`src/rtl/datapath_sequencer.sv`:
```
// Microprogrammed sequencer for datapath2: steps through a loadable 16-word
// micro-program and drives the 16-bit control word. Each run is framed by start/done and guarded by a step watchdog.
module datapath_sequencer #(
  parameter int MAX_STEPS = 64
) (
  input  logic        clk,
  input  logic        rst_n,
  input  logic        start,
  input  logic [3:0]  banderas,
  input  logic        prog_we,
  input  logic [3:0]  prog_addr,
  input  logic [23:0] prog_data,
  output logic [15:0] control,
  output logic        busy,
  output logic        done,
  output logic        timeout,
  output logic [3:0]  upc
);

  typedef enum logic [1:0] {
    S_IDLE,
    S_RUN,
    S_DONE
  } state_t;

  typedef enum logic [1:0] {
    OP_NEXT   = 2'b00,
    OP_JUMP   = 2'b01,
    OP_BRANCH = 2'b10,
    OP_END    = 2'b11
  } seq_op_t;

  localparam logic [7:0] STEP_LIMIT = 8'(MAX_STEPS);

  state_t      state;
  logic [7:0]  step_cnt;
  logic [7:0]  step_next;
  logic [23:0] mem [16];
  logic [23:0] word;
  seq_op_t     op;
  logic [1:0]  flag_idx;
  logic [3:0]  target;
  logic [3:0]  upc_adv;
  logic [3:0]  upc_nxt;

  // Program memory has no reset so a loaded program survives rst_n.
  always_ff @(posedge clk) begin
    if (prog_we && state == S_IDLE)
      mem[prog_addr] <= prog_data;
  end

  assign word     = mem[upc];
  assign op       = seq_op_t'(word[23:22]);
  assign flag_idx = word[21:20];
  assign target   = word[19:16];
  assign upc_adv  = upc + 4'd1;
  assign step_next = step_cnt + 8'd1;
  assign control  = (state == S_RUN) ? word[15:0] : 16'h0000;

  always_comb begin
    upc_nxt = upc_adv;
    unique case (op)
      OP_NEXT:   upc_nxt = upc_adv;
      OP_JUMP:   upc_nxt = target;
      OP_BRANCH: upc_nxt = banderas[flag_idx] ? target : upc_adv;
      OP_END:    upc_nxt = upc;
    endcase
  end

  // END is tested before the watchdog so a run finishing on its last allowed step is not flagged.
  always_ff @(posedge clk or negedge rst_n) begin
    if (!rst_n) begin
      state    <= S_IDLE;
      upc      <= 4'd0;
      step_cnt <= 8'd0;
      busy     <= 1'b0;
      done     <= 1'b0;
      timeout  <= 1'b0;
    end else begin
      unique case (state)
        S_IDLE: begin
          done <= 1'b0;
          if (start) begin
            state    <= S_RUN;
            upc      <= 4'd0;
            step_cnt <= 8'd0;
            timeout  <= 1'b0;
            busy     <= 1'b1;
          end
        end
        S_RUN: begin
          step_cnt <= step_next;
          if (op == OP_END) begin
            state <= S_DONE;
            busy  <= 1'b0;
            done  <= 1'b1;
          end else if (step_next == STEP_LIMIT) begin
            state   <= S_DONE;
            busy    <= 1'b0;
            done    <= 1'b1;
            timeout <= 1'b1;
          end else begin
            upc <= upc_nxt;
          end
        end
        S_DONE: begin
          state <= S_IDLE;
          done  <= 1'b0;
        end
        default: state <= S_IDLE;
      endcase
    end
  end

endmodule

```
`config.mk`:
```
export PLATFORM = sky130hd
export DESIGN_NAME = datapath_sequencer
export DESIGN_NICKNAME = d
export VERILOG_FILES = /design/src/rtl/datapath_sequencer.sv
export SDC_FILE = /design/constraint.sdc
export NUM_CORES = 1
export LEC_CHECK = 0
export CAP_MARGIN = 20
export CORE_MARGIN = 2
export CORE_UTILIZATION = 60
export DETAILED_ROUTE_END_ITERATION = 12
export PLACE_DENSITY = 0.83
export SYNTH_ARGS = -nofsm -noshare
export SYNTH_HDL_FRONTEND = slang
export SYNTH_SLANG_ARGS = --single-unit
```
`constraint.sdc`:
```
create_clock -name clk -period 5.1 [get_ports clk]
set_clock_uncertainty 0.2 [all_clocks]
set_input_delay 0.765 -clock clk [delete_from_list [all_inputs] [get_ports clk]]
set_output_delay 0.765 -clock clk [all_outputs]
set_load 0.02 [all_outputs]
```
==> results of run 1 <==
[registers in the layout, summed over array words and instances (netlist names)]
signal    count
mem         384
step_cnt      8
upc           4
state         2
busy          1
done          1
timeout       1
[layout by cell type, fill, tap and decap left out, types with 3 or more instances in the layout]
master and n:
nand2_1 21, edfxtp_1 384, a21oi_1 6, clkbuf_1 6, and2_1 20, mux4_2 116
nand3_1 10, o21ai_0 16, and3_1 3, clkinv_2 7, nor2_2 12, clkdlybuf4s50_1 58
nor2b_1 3, clkinv_1 7, nor3_2 4, mux2i_1 8, ha_1 5, nand4_1 3
buf_4 23, nor2_1 9, nand2b_1 5, dfrtp_1 13, buf_12 4, clkinvlp_4 3
bufinv_16 5, inv_1 10, clkbuf_16 40
[power by group through the flow]
| stage | clock network (W) | logic (W) | registers [W] |
|---|---|---|---|
| after global routing | 0.00305 | 0.00206 | 0.00388 |
| after global placement | 0 | 0.00186 | 0.00391 |
| after CTS | 0.00292 | 0.00196 | 0.00386 |
| final | 0.00290 | 0.00194 | 0.00386 |
| after floorplan | 0 | 0.00142 | 0.00383 |
| after detailed placement | 0 | 0.00192 | 0.00393 |
[kinds of logic (layout without fill, tap and decap cells)]
logic type	count (synthesis)	count (layout)	share of synthesized area, %
AO/OA/AOI/OAI	46	46	2.039
buffers and inverters	43	166	1.147
flip-flops	401	401	76.11
adder cells (fa/ha/maj)	5	5	0.3982
multiplexers	126	126	17.28
AND/OR/NAND/NOR	95	95	3.027
[metal layers]
layer	routed length, um	GRT usage (%)	part of all wire (%)	vias up
met5	22	0	0.064	-
met4	772	7.146	2.3	4
met3	3184	6.125	9.3	76
met2	17280	41.64	50	448
met1	13010	34.88	38	4097
li1	-	-	-	3198
[worst max-delay path, delay by kind of cell, from the launching register on]
family                 cells  cell delay (ns)
AND/OR/NAND/NOR            1             0.18
buffers and inverters      2             0.94
flip-flops                 1             0.69
multiplexers               2             1.09
[cell usage after synthesis (6+ instances only)]
library cell	instances
o21ai_0	16
dfrtp_1	17
nor3_1	6
mux4_2	116
a21oi_1	6
mux2i_1	8
nand3_1	10
and2_1	20
edfxtp_1	384
nand2_1	21
nor2_1	21
inv_1	10
clkbuf_1	16
buf_2	12
[area by class of cell]
| cell class | instances | area, sq um |
|---|---|---|
| clock buffers | 46 | 1023 |
| clock inverters | 25 | 267.8 |
| fillers | 1460 | 7737 |
| inverters | 10 | 37.54 |
| multi-input cells | 272 | 3626 |
| flip-flops and latches | 401 | 11970 |
| well taps | 335 | 419.2 |
| repair buffers | 85 | 833.3 |
[worst max path at each step]
stage | from | to | slack, ns
6_report | upc[0] | control[7] | 0.70
5_1_grt | upc[0] | control[11] | 0.56
4_1_cts | upc[0] | control[11] | 0.65
3_5_place_dp | upc[0] | upc[3] | 1.12
3_3_place_gp | upc[0] | control[12] | 1.29
2_1_floorplan | upc[0] | upc[3] | 1.14
[stage by stage]
stage	hold WS (ns)	setup WS [ns]	power [W]	instance area (sq um)	cells
after floorplan	0.2694	1.140	0.005247	15710	716
after global placement	0.2658	1.285	0.005778	16880	1103
after detailed placement	0.2816	1.125	0.005858	16880	1103
after CTS	0.2956	0.6519	0.008744	18170	1174
after global routing	0.3425	0.5593	0.008995	18170	1174
final	0.2902	0.6959	0.008708	18170	1174
==> results.cfg, run 1 <==
[setup_path]
cpMostUsedCell = mux4_2
path_cells = buf_4 -> mux4_2 -> mux4_2 -> and2_1 -> clkdlybuf4s50_1
critPathMaxFanout = 18
end_kind = output pin
r2r_start = upc[0]
rr_worst_depth = 10
r2r_end = upc[3]
crit_path_start_kind = flip-flop
cpPeakStageDelay_ns = 0.69
critical_path_class = flip-flop to output pin
cp_slowest_cell = dfrtp_4
worstPathRequired_ns = 4.14
cp.arrival_ns = 3.44
ff2ff_setup_slack_ns = 1.09

[route]
antenna_left = 0
dr_total_vias = 7823
finalWirelength_um = 34270
post_drt_wl_per_cell_um = 29.19
viasPerCell = 6.664
drt_iter0_drc = 1015
drcViolationCount = 0
drt-pass1-iter-count = 7

[synthesis]
synth-edff-count = 384
synth_top_cell_by_area = edfxtp_1
yosysUniqueCellTypes = 43
syn_avg_cell_area_sq_um = 21.94
ys_seq_area_share_pct = 76.11
synthCells = 716
synth_area_leaders = edfxtp_1 (73%), mux4_2 (17%), dfrtp_1 (2.7%)
synthDominantCellAreaShare_pct = 73.40
ys.flop_type = edfxtp_1
ys_warn_count = 0
synth-seq-cells = 401
synth_area_sq_um = 15710
ys_async_sr_fraction_pct = 4.239
synth_nets = 757

[sta]
relSlewSlack_pct = 40.79
setup_violations = 0
rsz0062_at_grt = false
slew_viol_final = 0
finalCritPeriodShare_pct = 86.36
fmax_ghz = 0.2271
tns_ns = 0
hold_violations = 0
fin_crit_ns = 4.404
worst_pin_slew_ns = 0.8881

[clocking]
worst_skew_pair.late_latency_ns = 0.54
cts_setup_buffers = 0
cts_tree = done
htree_levels = 2
cts-root-buf = clkbuf_16
clk_pin_slew_ns = 0.06
cts-hold-fix-buffers = 0
clockBufferDepth = 3
ctsResizeCount = 0
numCtsBuffers = 39
clock_sink_count = 401

[power]
power_leakage_nw = 5.706
clkPwrFrac_pct = 33.3
power_switching_w = 0.002290
power_density_nw_per_um2 = 479.2
irDropWorstVdd_mv = 0.3997
p_int_w = 0.006418
switching_share_pct = 26.30
power_frac_comb_pct = 22.3
power.share.sequential_pct = 44.4

[floorplan]
std_cell_rows = 59
die_y_um = 165.8
die_area_sq_um = 27490
coreArea_sq_um = 25910
ios = 59
die_w_um = 165.8
start_util_pct = 60.63

[global_routing]
grt_max_degree = 49
grt_pass1_wl_um = 50880
grt_use_total_pct = 25.37
antenna_found_initial = 2
grt_pass1_vias = 8158
grt-ovfl-total = 0

[placed_design]
io_buffers = 58
routabilityCongestion = 0.8252
dp_hpwl_um = 17830

[finish]
utilization_pct = 70.14
drive_above_1_share_pct = 27.18
area_delta_synth_final_pct = 15.68
layout.nets = 850
num_antenna_cells = 0

[worst_hold_path]
hp-start = done
whs_path_depth = 1
min_to = done
min_path_type = flip-flop to flip-flop

[run]
drv_cap = 0

[run_status]
status = complete, no violations
Note: power is estimated with default switching activity, not from simulation.
==> run 2, diff against run 1 <==
--- a/config.mk
+++ b/config.mk
@@ -10,6 +10,7 @@
 export CORE_UTILIZATION = 60
 export DETAILED_ROUTE_END_ITERATION = 12
 export PLACE_DENSITY = 0.83
+export SETUP_SLACK_MARGIN = 0.1
 export SYNTH_ARGS = -nofsm -noshare
 export SYNTH_HDL_FRONTEND = slang
 export SYNTH_SLANG_ARGS = --single-unit
==> results of run 2 <==
The final DEF is identical to that of run 1; final timing and power are the same.
==> run 3, diff against run 2 <==
--- a/config.mk
+++ b/config.mk
@@ -9,8 +9,10 @@
 export CORE_MARGIN = 2
 export CORE_UTILIZATION = 60
 export DETAILED_ROUTE_END_ITERATION = 12
+export GPL_TIMING_DRIVEN = 0
 export PLACE_DENSITY = 0.83
 export SETUP_SLACK_MARGIN = 0.1
+export SKIP_LAST_GASP = 1
 export SYNTH_ARGS = -nofsm -noshare
 export SYNTH_HDL_FRONTEND = slang
 export SYNTH_SLANG_ARGS = --single-unit
==> results.cfg, run 3 (synthesis gave the netlist of run 1 again) <==
[run_status]
status = complete, no violations

[route]
drcViolationCount = 0
drt_iter0_drc = 1095
antenna_left = 0
drt-pass1-iter-count = 7
viasPerCell = 6.798
post_drt_wl_per_cell_um = 31.21
dr_total_vias = 8178
finalWirelength_um = 37550

[clocking]
clock_sink_count = 401
numCtsBuffers = 40
cts-hold-fix-buffers = 0
cts-root-buf = clkbuf_16
clockBufferDepth = 3
clk_pin_slew_ns = 0.06
ctsResizeCount = 17
htree_levels = 2
worst_skew_pair.late_latency_ns = 0.53
cts_tree = done
cts_setup_buffers = 0

[finish]
largest_reg_flops = 384
layout.nets = 879
top_regs = mem x384, step_cnt x8, upc x4
stdcell_count = 1203
num_antenna_cells = 0
fin_area_sq_um = 18440
top_register = mem
drive_above_1_share_pct = 27.19
area_delta_synth_final_pct = 17.39
layout_common_cells = edfxtp_1 (384), mux4_2 (116), clkdlybuf4s50_1 (58)
final_common_cell = edfxtp_1

[setup_path]
critPathMaxFanout = 10
ff2ff_setup_slack_ns = 0.51
cp.arrival_ns = 3.96
critical_path_class = flip-flop to output pin
worstPathRequired_ns = 4.14
crit_path_start_kind = flip-flop
end_kind = output pin

[sta]
rsz0062_at_grt = true
relSlewSlack_pct = 27.98
fin_crit_ns = 4.924
tns_ns = 0
setup_violations = 0
fin_hold_ws_ns = 0.3113
worst_pin_slew_ns = 1.080
fmax_ghz = 0.2031
hold_violations = 0
finalCritPeriodShare_pct = 96.56
slew_viol_final = 0

[floorplan]
coreArea_sq_um = 25910
std_cell_rows = 59
ios = 59
die_y_um = 165.8
die_area_sq_um = 27490
start_util_pct = 60.63
die_w_um = 165.8

[global_routing]
grt_pass1_vias = 8563
grt_pass1_wl_um = 55680
antenna_found_initial = 0
grt-ovfl-total = 0
grt_max_degree = 20
grt_use_total_pct = 28.18

[power]
power.share.sequential_pct = 43.5
irDropWorstVdd_mv = 0.3192
power_leakage_nw = 5.808
power_density_nw_per_um2 = 468.6
switching_share_pct = 27.77
clkPwrFrac_pct = 30.7
p_int_w = 0.006242
power_switching_w = 0.002400
power_frac_comb_pct = 25.8

[run]
drv_cap = 0

[worst_hold_path]
min_path_type = flip-flop to flip-flop

[placed_design]
io_buffers = 58
routabilityCongestion = 0.8331
dp_hpwl_um = 22300
placedCellCount = 1131
dpl_cell_area_sq_um = 17200
## run 3: cell types whose count changed in the layout (fill, tap and decap cells not counted), sizes merged
cell | previous run | this run
bufinv | 5 | 0
buf | 27 | 38
clkinvlp | 3 | 2
clkbuf | 46 | 67
clkinv | 15 | 18
## run 3: metrics by stage
step           utilization (%)  total power (W)  setup WS [ns]
6_report                 71.17         0.008642         0.1756
5_1_grt                  71.17         0.008923        0.01164
4_1_cts                  71.00         0.008643        0.07848
3_5_place_dp             66.38         0.005967        -0.1372
3_3_place_gp             64.49         0.005863         -1.024
2_1_floorplan                -         0.005247          1.140
## run 3: layout make-up
| cell class | count | area (sq um) |
|---|---|---|
| Sequential cell | 401 | 11960 |
| Fill cell | 1441 | 7470 |
| Multi-Input combinational cell | 272 | 3684 |
| Clock buffer | 50 | 1060 |
| Timing Repair Buffer | 81 | 974.7 |
| Tap cell | 335 | 419.2 |
| Buffer | 32 | 198.9 |
| Clock inverter | 22 | 111.4 |
| Inverter | 10 | 37.54 |
## run 3: worst max-delay path, cell delays in order, from the launching register on
cell and delay, ns:
dfrtp_1 0.39, buf_2 0.25, clkbuf_4 0.30, buf_2 0.34, clkbuf_4 0.36, mux4_2 0.55, mux4_2 0.51, and2_1 0.18
clkdlybuf4s50_1 0.53
## run 3: metal layers
metal  global-route usage, %  part of all wire (%)  up-vias
met5                       0                     0        -
met1                   38.20                    36     4199
li1                        -                     -     3253
met2                   45.63                    50      604
met3                   6.053                    11      122
met4                   11.64                   4.1        0
## run 3: final timing paths
kind / to / from / depth (start not counted)
max in group asynchronous: step_cnt[3] / rst_n / 1
min in group asynchronous: state[0] / rst_n / 1
hold reg to reg: done / done / 1
setup / recovery: control[14] / upc[0] / 8
hold / removal: done / done / 1
setup reg to reg: upc[3] / upc[0] / 13
## run 3: power groups by stage
stage | sequential [W] | clock [W] | combinational (W)
detailed placement | 0.00382 | 0 | 0.00215
global route | 0.00376 | 0.00281 | 0.00235
finish | 0.00376 | 0.00266 | 0.00223
global placement | 0.00381 | 0 | 0.00205
CTS | 0.00376 | 0.00268 | 0.00221
floorplan | 0.00383 | 0 | 0.00142
